$ cat src/rtl/sevenseg_pkg.sv
// sevenseg_pkg: digit encoding, scan constants and leading-zero suppression
package sevenseg_pkg;

    typedef struct packed {
        logic       blank;
        logic       dp;
        logic       dash;
        logic [3:0] val;
    } digit_t;

    localparam digit_t BLANK_DIGIT = 7'b100_0000;
    localparam int     PWM_SLOTS   = 16;
    localparam int     MAX_DIG     = 16;

    typedef digit_t [MAX_DIG-1:0] digit_arr_t;

    // Blank every digit above 0 that belongs to an unbroken run of plain zeros reaching the top digit.
    function automatic digit_arr_t lz_suppress(input digit_arr_t d, input int n);
        digit_arr_t r;
        logic       run;
        r   = d;
        run = 1'b1;
        for (int i = MAX_DIG - 1; i >= 1; i--) begin
            if (i < n) begin
                if (run && d[i] == '0) r[i] = BLANK_DIGIT;
                else run = 1'b0;
            end
        end
        return r;
    endfunction

endpackage

$ cat src/rtl/sevenseg_ext_n.sv
// sevenseg_ext_n: hex/dash/dp glyph decoder with active-low outputs (bit 0 = a .. bit 6 = g)
module sevenseg_ext_n
    import sevenseg_pkg::*;
(
    input  digit_t     dig_i,
    output logic [6:0] segs_n_o,
    output logic       dp_n_o
);

    localparam logic [15:0][6:0] HEX_N = {
        7'h0E, 7'h06, 7'h21, 7'h46, 7'h03, 7'h08, 7'h10, 7'h00,
        7'h78, 7'h02, 7'h12, 7'h19, 7'h30, 7'h24, 7'h79, 7'h40
    };

    // Blank overrides dash, dash overrides the hex glyph; dp never shows on a blank digit.
    always_comb begin
        segs_n_o = dig_i.blank ? 7'h7F : dig_i.dash ? 7'h3F : HEX_N[dig_i.val];
        dp_n_o   = ~(dig_i.dp & ~dig_i.blank);
    end

endmodule

$ cat src/rtl/sevenseg_scan_ctl.sv
// sevenseg_scan_ctl: multiplexed seven-segment scanner with PWM, blink, zero blanking and frame snapshots
module sevenseg_scan_ctl
    import sevenseg_pkg::*;
#(
    parameter int NDIG     = 8,
    parameter int CLK_HZ   = 100_000_000,
    parameter int DWELL_US = 1000,
    parameter int BLINK_MS = 500
) (
    input  logic              clk,
    input  logic              rst,
    input  logic [7*NDIG-1:0] digits,
    input  logic [3:0]        bright,
    input  logic [NDIG-1:0]   blink_en,
    input  logic              lz_en,
    output logic [6:0]        segs_n,
    output logic              dp_n,
    output logic [NDIG-1:0]   an_n,
    output logic              frame_tick
);

    localparam int DWELL    = int'(longint'(CLK_HZ) * DWELL_US / 1_000_000);
    localparam int BLINK    = int'(longint'(CLK_HZ) * BLINK_MS / 1000);
    localparam int SLOT_LEN = DWELL / PWM_SLOTS;
    localparam int SW       = SLOT_LEN > 1 ? $clog2(SLOT_LEN) : 1;
    localparam int BW       = BLINK > 1 ? $clog2(BLINK) : 1;
    localparam int IW       = $clog2(NDIG);
    localparam int DW       = 7 * NDIG;

    logic [SW-1:0]          sub_q, sub_d;
    logic [3:0]             slot_q, slot_d;
    logic [IW-1:0]          idx_q, idx_d;
    logic [BW-1:0]          blink_cnt_q, blink_cnt_d;
    logic                   phase_q, phase_d;
    logic                   valid_q, valid_d;
    digit_t [NDIG-1:0]      snap_q, snap_d;
    logic [6:0]             segs_n_q, segs_n_d;
    logic                   dp_n_q, dp_n_d;
    logic [NDIG-1:0]        an_n_q, an_n_d;
    logic                   tick_q, tick_d;
    logic [7*MAX_DIG-1:0]   in_flat;
    logic [6:0]             glyph_n;
    logic                   glyph_dp_n;
    logic                   sub_wrap, dwell_wrap, frame_wrap, blink_wrap, hide, lit;

    sevenseg_ext_n u_dec (
        .dig_i    (snap_q[idx_q]),
        .segs_n_o (glyph_n),
        .dp_n_o   (glyph_dp_n)
    );

    // Timebase, frame snapshot and next pin values; anodes stay dark until the first snapshot exists.
    always_comb begin
        sub_wrap    = sub_q == SW'(SLOT_LEN - 1);
        dwell_wrap  = sub_wrap && slot_q == 4'(PWM_SLOTS - 1);
        frame_wrap  = dwell_wrap && idx_q == IW'(NDIG - 1);
        blink_wrap  = blink_cnt_q == BW'(BLINK - 1);
        sub_d       = sub_wrap ? '0 : sub_q + 1'b1;
        slot_d      = sub_wrap ? slot_q + 1'b1 : slot_q;
        idx_d       = frame_wrap ? '0 : dwell_wrap ? idx_q + 1'b1 : idx_q;
        blink_cnt_d = blink_wrap ? '0 : blink_cnt_q + 1'b1;
        phase_d     = phase_q ^ blink_wrap;
        valid_d     = valid_q | frame_wrap;
        in_flat     = '0;
        in_flat[DW-1:0] = digits;
        snap_d      = !frame_wrap ? snap_q : lz_en ? DW'(lz_suppress(in_flat, NDIG)) : digits;
        hide        = phase_q && blink_en[idx_q];
        lit         = valid_q && slot_q != '0 && slot_q <= bright;
        segs_n_d    = hide ? 7'h7F : glyph_n;
        dp_n_d      = hide | glyph_dp_n;
        an_n_d      = lit ? ~(NDIG'(1) << idx_q) : '1;
        tick_d      = frame_wrap;
    end

    // State and pin registers; reset blanks the pins and restarts the scan at digit 0.
    always_ff @(posedge clk) begin
        if (rst) begin
            sub_q       <= '0;
            slot_q      <= '0;
            idx_q       <= '0;
            blink_cnt_q <= '0;
            phase_q     <= 1'b0;
            valid_q     <= 1'b0;
            snap_q      <= {NDIG{BLANK_DIGIT}};
            segs_n_q    <= '1;
            dp_n_q      <= 1'b1;
            an_n_q      <= '1;
            tick_q      <= 1'b0;
        end else begin
            sub_q       <= sub_d;
            slot_q      <= slot_d;
            idx_q       <= idx_d;
            blink_cnt_q <= blink_cnt_d;
            phase_q     <= phase_d;
            valid_q     <= valid_d;
            snap_q      <= snap_d;
            segs_n_q    <= segs_n_d;
            dp_n_q      <= dp_n_d;
            an_n_q      <= an_n_d;
            tick_q      <= tick_d;
        end
    end

    assign segs_n     = segs_n_q;
    assign dp_n       = dp_n_q;
    assign an_n       = an_n_q;
    assign frame_tick = tick_q;

endmodule

$ cat config.mk
export PLATFORM = sky130hd
export DESIGN_NAME = sevenseg_scan_ctl
export DESIGN_NICKNAME = d
export VERILOG_FILES = /design/src/rtl/sevenseg_pkg.sv /design/src/rtl/sevenseg_ext_n.sv /design/src/rtl/sevenseg_scan_ctl.sv
export SDC_FILE = /design/constraint.sdc
export NUM_CORES = 1
export LEC_CHECK = 0
export ABC_AREA = 1
export ABC_CLOCK_PERIOD_IN_PS = 4550
export CORE_MARGIN = 10
export CORE_UTILIZATION = 25
export CTS_CLUSTER_DIAMETER = 100
export DETAILED_ROUTE_END_ITERATION = 7
export HOLD_SLACK_MARGIN = 0.06
export PLACE_DENSITY = 0.46
export SLEW_MARGIN = 0
export SYNTH_ARGS = -nofsm -noshare
export SYNTH_HDL_FRONTEND = slang
export SYNTH_SLANG_ARGS = --single-unit
$ cat constraint.sdc
create_clock -name clk -period 4.55 [get_ports clk]
set_clock_uncertainty 0.1 [all_clocks]
set_input_delay 1.1375 -clock clk [delete_from_list [all_inputs] [get_ports clk]]
set_output_delay 1.1375 -clock clk [all_outputs]
set_load 0.05 [all_outputs]
# Yosys cells after proc, flatten, opt, wreduce, memory -nomap -nowiden
# Memory sizes are Yosys's and may differ from the RTL's.
# Index checks and enable logic that the tools add are counted.
# op_classes
add_sub_neg	4
order_cmp	3
n_eq_ne	4
n_shift	1
mux	20
n_bitwise	8
reduce_logical	25
# ops
cell	count
2-to-1 mux 7 bit	10
2-to-1 mux 56 bit	1
logical NOT 7 bit	7
adder 26 x 1 -> 26 bit, second input constant	1
== test 26 bit, second input constant	1
binary-select mux 7 bit (select 3 bit)	1
adder 13 x 1 -> 13 bit, second input constant	1
== test 13 bit, second input constant	1
logical AND 1 bit	11
inverter 8 bit	1
OR reduction 2 bit	4
<< shifter 1 x 3 -> 8 bit, first input constant	1
2-to-1 mux 1 bit	7
< comparator 4 x 5 -> 1 bit, second input constant	1
adder 4 x 1 -> 4 bit, second input constant	1
== test 4 bit, second input constant	1
<= comparator 4 bit	1
< comparator 3 x 4 -> 1 bit, second input constant	1
nonzero test 4 bit	1
OR reduction 4 bit	1
adder 3 x 1 -> 3 bit, second input constant	1
binary-select mux 1 bit (select 3 bit)	1
== test 3 bit, second input constant	1
inverter 1 bit	3
other kinds (4)	5
# word_totals
regBits	121
mem_bits_ro	112
wordCells	109
memories	1
# memory_table
memory	depth	word_bits	read_ports	rd_clocked_by_memory_dff	write_ports	line_no	source
(no name shown)	16	7	1	0	0	sevenseg_ext_n.sv:17	segs_n_o = dig_i.blank ? 7'h7F : dig_i.dash ? 7'h3F : HEX_N[dig_i.val];

# Depth between registers and ports, before layout
# depth
ltp_word	15
mapped_depth	14

# Modules after synthesis
# A second synthesis with hierarchy kept.
# hier_totals
hier_cells	868
hier_area_um2	6127.1
# by_module_without_submodules
module	n_inst	cells_each	area_each_um2	seq_area_each_um2
sevenseg_scan_ctl	1	812	5804.3	2422.3
sevenseg_ext_n	1	56	322.8	0.0

# Worst setup path before layout
# No wires, ideal clock.
# synth_timing
path_kind	input port to flip-flop
startpoint	in rst
endpoint	reg snap_q[13] (netlist name)
setup_ns	0.113
arrival_time_ns	1.960
setup_slack_ns	2.377
stages	6
path_buffers	2
path_cell_list	inv_1 > clkbuf_1 > nand4_1 > buf_2 > nor2_1 > nor2_1
# synth_rtl
item	line_no	source
start, declared	sevenseg_scan_ctl.sv:11	input logic rst,
end signal, assigned	sevenseg_scan_ctl.sv:84	snap_q <= {NDIG{BLANK_DIGIT}};
end signal, assigned	sevenseg_scan_ctl.sv:96	snap_q <= snap_d;
end, declared	sevenseg_scan_ctl.sv:36	digit_t [NDIG-1:0] snap_q, snap_d;

# Final worst setup path
# layout_timing
startpoint	reg segs_n_q[3] (netlist: segs_n[3])
endpoint	out segs_n[3]
# layout_rtl
item	line_no	source
start, declared	sevenseg_scan_ctl.sv:37	logic [6:0] segs_n_q, segs_n_d;
start signal, assigned	sevenseg_scan_ctl.sv:97	segs_n_q <= segs_n_d;
end, declared	sevenseg_scan_ctl.sv:16	output logic [6:0] segs_n,
# No word-level cell between the ends.

==> flow_summary_export.csv <==
group,metric,value,unit
status,outcome,"finished, final reports clean",
layout,layout.area.seq,2420,sq um
cts,cts_setup_buffers,0,
die,start_util,25.5,%
worst_setup_path,timing.rr.start,"idx_q[2]$_SDFFE_PP0P_",
route,routedWlPerCell,14.1,um
layout,fin_nets,1040,
die,core_area,23500,sq um
cts,tritoncts,"built",
synthesis,synthAdderAreaFrac,4.37,%
route,dr.first_iter.drc_count,310,
min_path,hp-class,"flip-flop to flip-flop",
worst_setup_path,cp_slowest_stage_delay,0.84,ns
die,num_rows,56,
cts,cts.htree.levels,4,
timing,setup_violations,0,
worst_setup_path,critPathBufInv,1,
flow_run,cap_violations,0,
die,design.die.area,30600,sq um
worst_setup_path,end_kind,"output port",
timing,slew_headroom,34.5,%
place,hpwlAfterDp,13300,um
grt,grt_remaining_overflow,0,
layout,final_cell_mix,"nand2_1 (202), inv_1 (128), dfxtp_1 (121), nor2_1 (97), clkdlybuf4s50_1 (87)",
cts,clock_path_buffers,2,
timing,worstMarginPinSlew,0.976,ns
die,fp.dieW,175,um
power,power_per_cell_area,342,nW/um^2
worst_setup_path,r2r_end,"segs_n[6]$_SDFF_PP1_",
cts,path_clk_slew,0.06,ns
synthesis,ys_seq_area_share,40.3,%
synthesis,synth_area_per_cell,6.96,sq um
route,wl_met1,9270,um
grt,grt_max_degree,43,
worst_setup_path,slowest_stage,"clkdlybuf4s50_1",
route,met3_length,714,um
synthesis,syn_nets,956,
route,drt_first_pass_iters,7,
layout,drive_gt1_share,5.52,%
place,place_congestion,0.815,
route,wl,18100,um
worst_setup_path,reg2reg_depth,9,
worst_setup_path,crit_type,"flip-flop to output port",
timing,post-route-period-util,63.2,%
layout,final_common_cell,"nand2_1",
min_path,hold_path_depth,2,
synthesis,synth_cells,864,
synthesis,yosys_warnings,0,
layout,multi_input_area,2910,sq um
route,top_layer_used,"met4",
cts,holdBufCountCts,0,
synthesis,synth_cell_types,38,
die,fp.dieH,175,um
worst_setup_path,path_cells,"clkdlybuf4s50_1",
worst_setup_path,required,3.31,ns
synthesis,syn_area,6010,sq um
synthesis,synth_compound_area_share,9.49,%
timing,fin_tns_setup,0,ns
synthesis,synth_xor_area_share,2.04,%
cts,cts_made_buffers,17,
min_path,min_to,"snap_q[33]$_SDFFE_PP0P_",
timing,hold_violations,0,
timing,max_freq,348,MHz
power,vdd_drop_max,0.235,mV
route,vias,5544,
grt,grt_pass1_vias,5403,
layout,fillCellCount,2609,
worst_setup_path,start_kind,"flip-flop",
cts,cts_root_buf,"clkbuf_16",
route,remaining_drc_errors,0,
worst_setup_path,cp_top_family,"buffers and inverters",
synthesis,synth_area_leaders,"dfxtp_1 (40%), nand2_1 (13%), inv_1 (8.0%), nand3_1 (6.2%), nor2_1 (6.1%)",
route,viasPerCell,4.33,
worst_setup_path,arrival,1.64,ns
grt,grt_antenna_before_repair,0,
worst_setup_path,critical_path_depth,1,
timing,rsz0062_at_grt,"false",
power,p_leak,3.12,nW
route,met2_length,7830,um
synthesis,synth-simple-area-share,32.5,%
synthesis,synth_top_family_by_area,"simple AND/OR/NAND/NOR gates",
timing,fin_crit,2.88,ns
grt,grt_pass1_wl,28800,um
synthesis,synth_seq_cells,121,
worst_setup_path,rrSetupSlack,1.99,ns
synthesis,post-synth-top-area-cell,"dfxtp_1",
timing,final_max_slew_viol_count,0,
cts,cts.sinks,121,
power,power,2.66,mW
worst_setup_path,crit_fanout,1,
die,ios,88,
synthesis,synth_top_area_share,40.3,%
min_path,hp-start,"snap_q[33]$_SDFFE_PP0P_",
route,drt.antenna.violating_nets,0,
place,port_buffers,87,
cts,clkLatencyLatePin,0.43,ns
layout,antenna_cells,0,
synthesis,synthMuxAreaShare,0,%
cts,cts_resized,0,
layout,synthToLayoutAreaGrowth,29.2,%
grt,grt_util_all_layers,11.7,%
layout make-up:
cell class	instances	share of cell area, %
clock buffer	19	5.70
clock inverter	13	2.48
inverter	131	6.33
multi-input combinational	585	37.5
sequential	121	31.2
tap	319	5.14
timing repair buffer	92	11.7
per-layer routing:
metal / up-vias / GRT usage [%]
li1: 2934 / -
met1: 2494 / 16.0
met2: 103 / 17.7
met3: 13 / 2.85
met4: 0 / 3.78
met5: - / 0
stage by stage:
stage          instance area (sq um)  std cells  utilization, %  hold slack [ns]  setup WS [ns]
2_1_floorplan                   6010        864               -            0.313           2.38
3_3_place_gp                    7130       1248            30.3            0.324           1.58
3_5_place_dp                    7130       1248            30.3            0.334           1.50
4_1_cts                         7770       1280            33.0            0.347           1.66
5_1_grt                         7770       1280            33.0            0.368           1.62
6_report                        7770       1280            33.0            0.344           1.67
Yosys cell counts:
cell      number
nand2_1      202
inv_1        128
dfxtp_1      121
nor2_1        97
nand3_1       75
o21ai_0       38
a21oi_1       32
nor3_1        22
ha_1          21
o22ai_1       20
nand4_1       18
buf_2         11
nand3b_1       8
o21ai_1        8
buf_6          7
clkbuf_1       7
xnor2_1        7
xor2_1         7
nand2_2        4
inv_2          3
nor2_4         3
nor3b_1        3
or2_2          3
nor2_2         2
nor4_1         2
o211ai_1       2
or2_0          2
a21o_1         1
a311oi_1       1
a31oi_1        1
a32o_1         1
and3_1         1
buf_12         1
buf_4          1
nand3_2        1
nor4_2         1
o21bai_1       1
or3_1          1
flip-flops by register name, indices dropped and copies added, names as in the netlist, 3 cells and up:
name / flops
idx_q: 3
segs_n: 7
an_n: 8
snap_q: 56
slot_q: 4
blink_cnt_q: 26
sub_q: 13
where the power goes:
| part | switching, mW | internal (mW) | total [mW] |
|---|---|---|---|
| Combinational | 0.0549 | 0.0664 | 0.121 |
| Clock | 0.535 | 0.935 | 1.47 |
| Sequential | 0.00387 | 1.06 | 1.07 |
cells by family after synthesis:
family	after synthesis
buf+inv	158
compound gates	105
flops	121
xor+xnor	14
simple gates	445
fa+ha+maj	21
how the worst max path moves through the flow:
| stage | slack (ns) | from | end |
|---|---|---|---|
| 2_1_floorplan | 2.38 | rst | snap_q[13]$_SDFFE_PP1P_ |
| 3_3_place_gp | 1.58 | rst | snap_q[12]$_SDFFE_PP0P_ |
| 3_5_place_dp | 1.50 | rst | snap_q[37]$_SDFFE_PP0P_ |
| 4_1_cts | 1.66 | segs_n[3]$_SDFF_PP1_ | segs_n[3] |
| 5_1_grt | 1.62 | segs_n[3]$_SDFF_PP1_ | segs_n[3] |
| 6_report | 1.67 | segs_n[3]$_SDFF_PP1_ | segs_n[3] |
(Power assumes the default switching activity.)
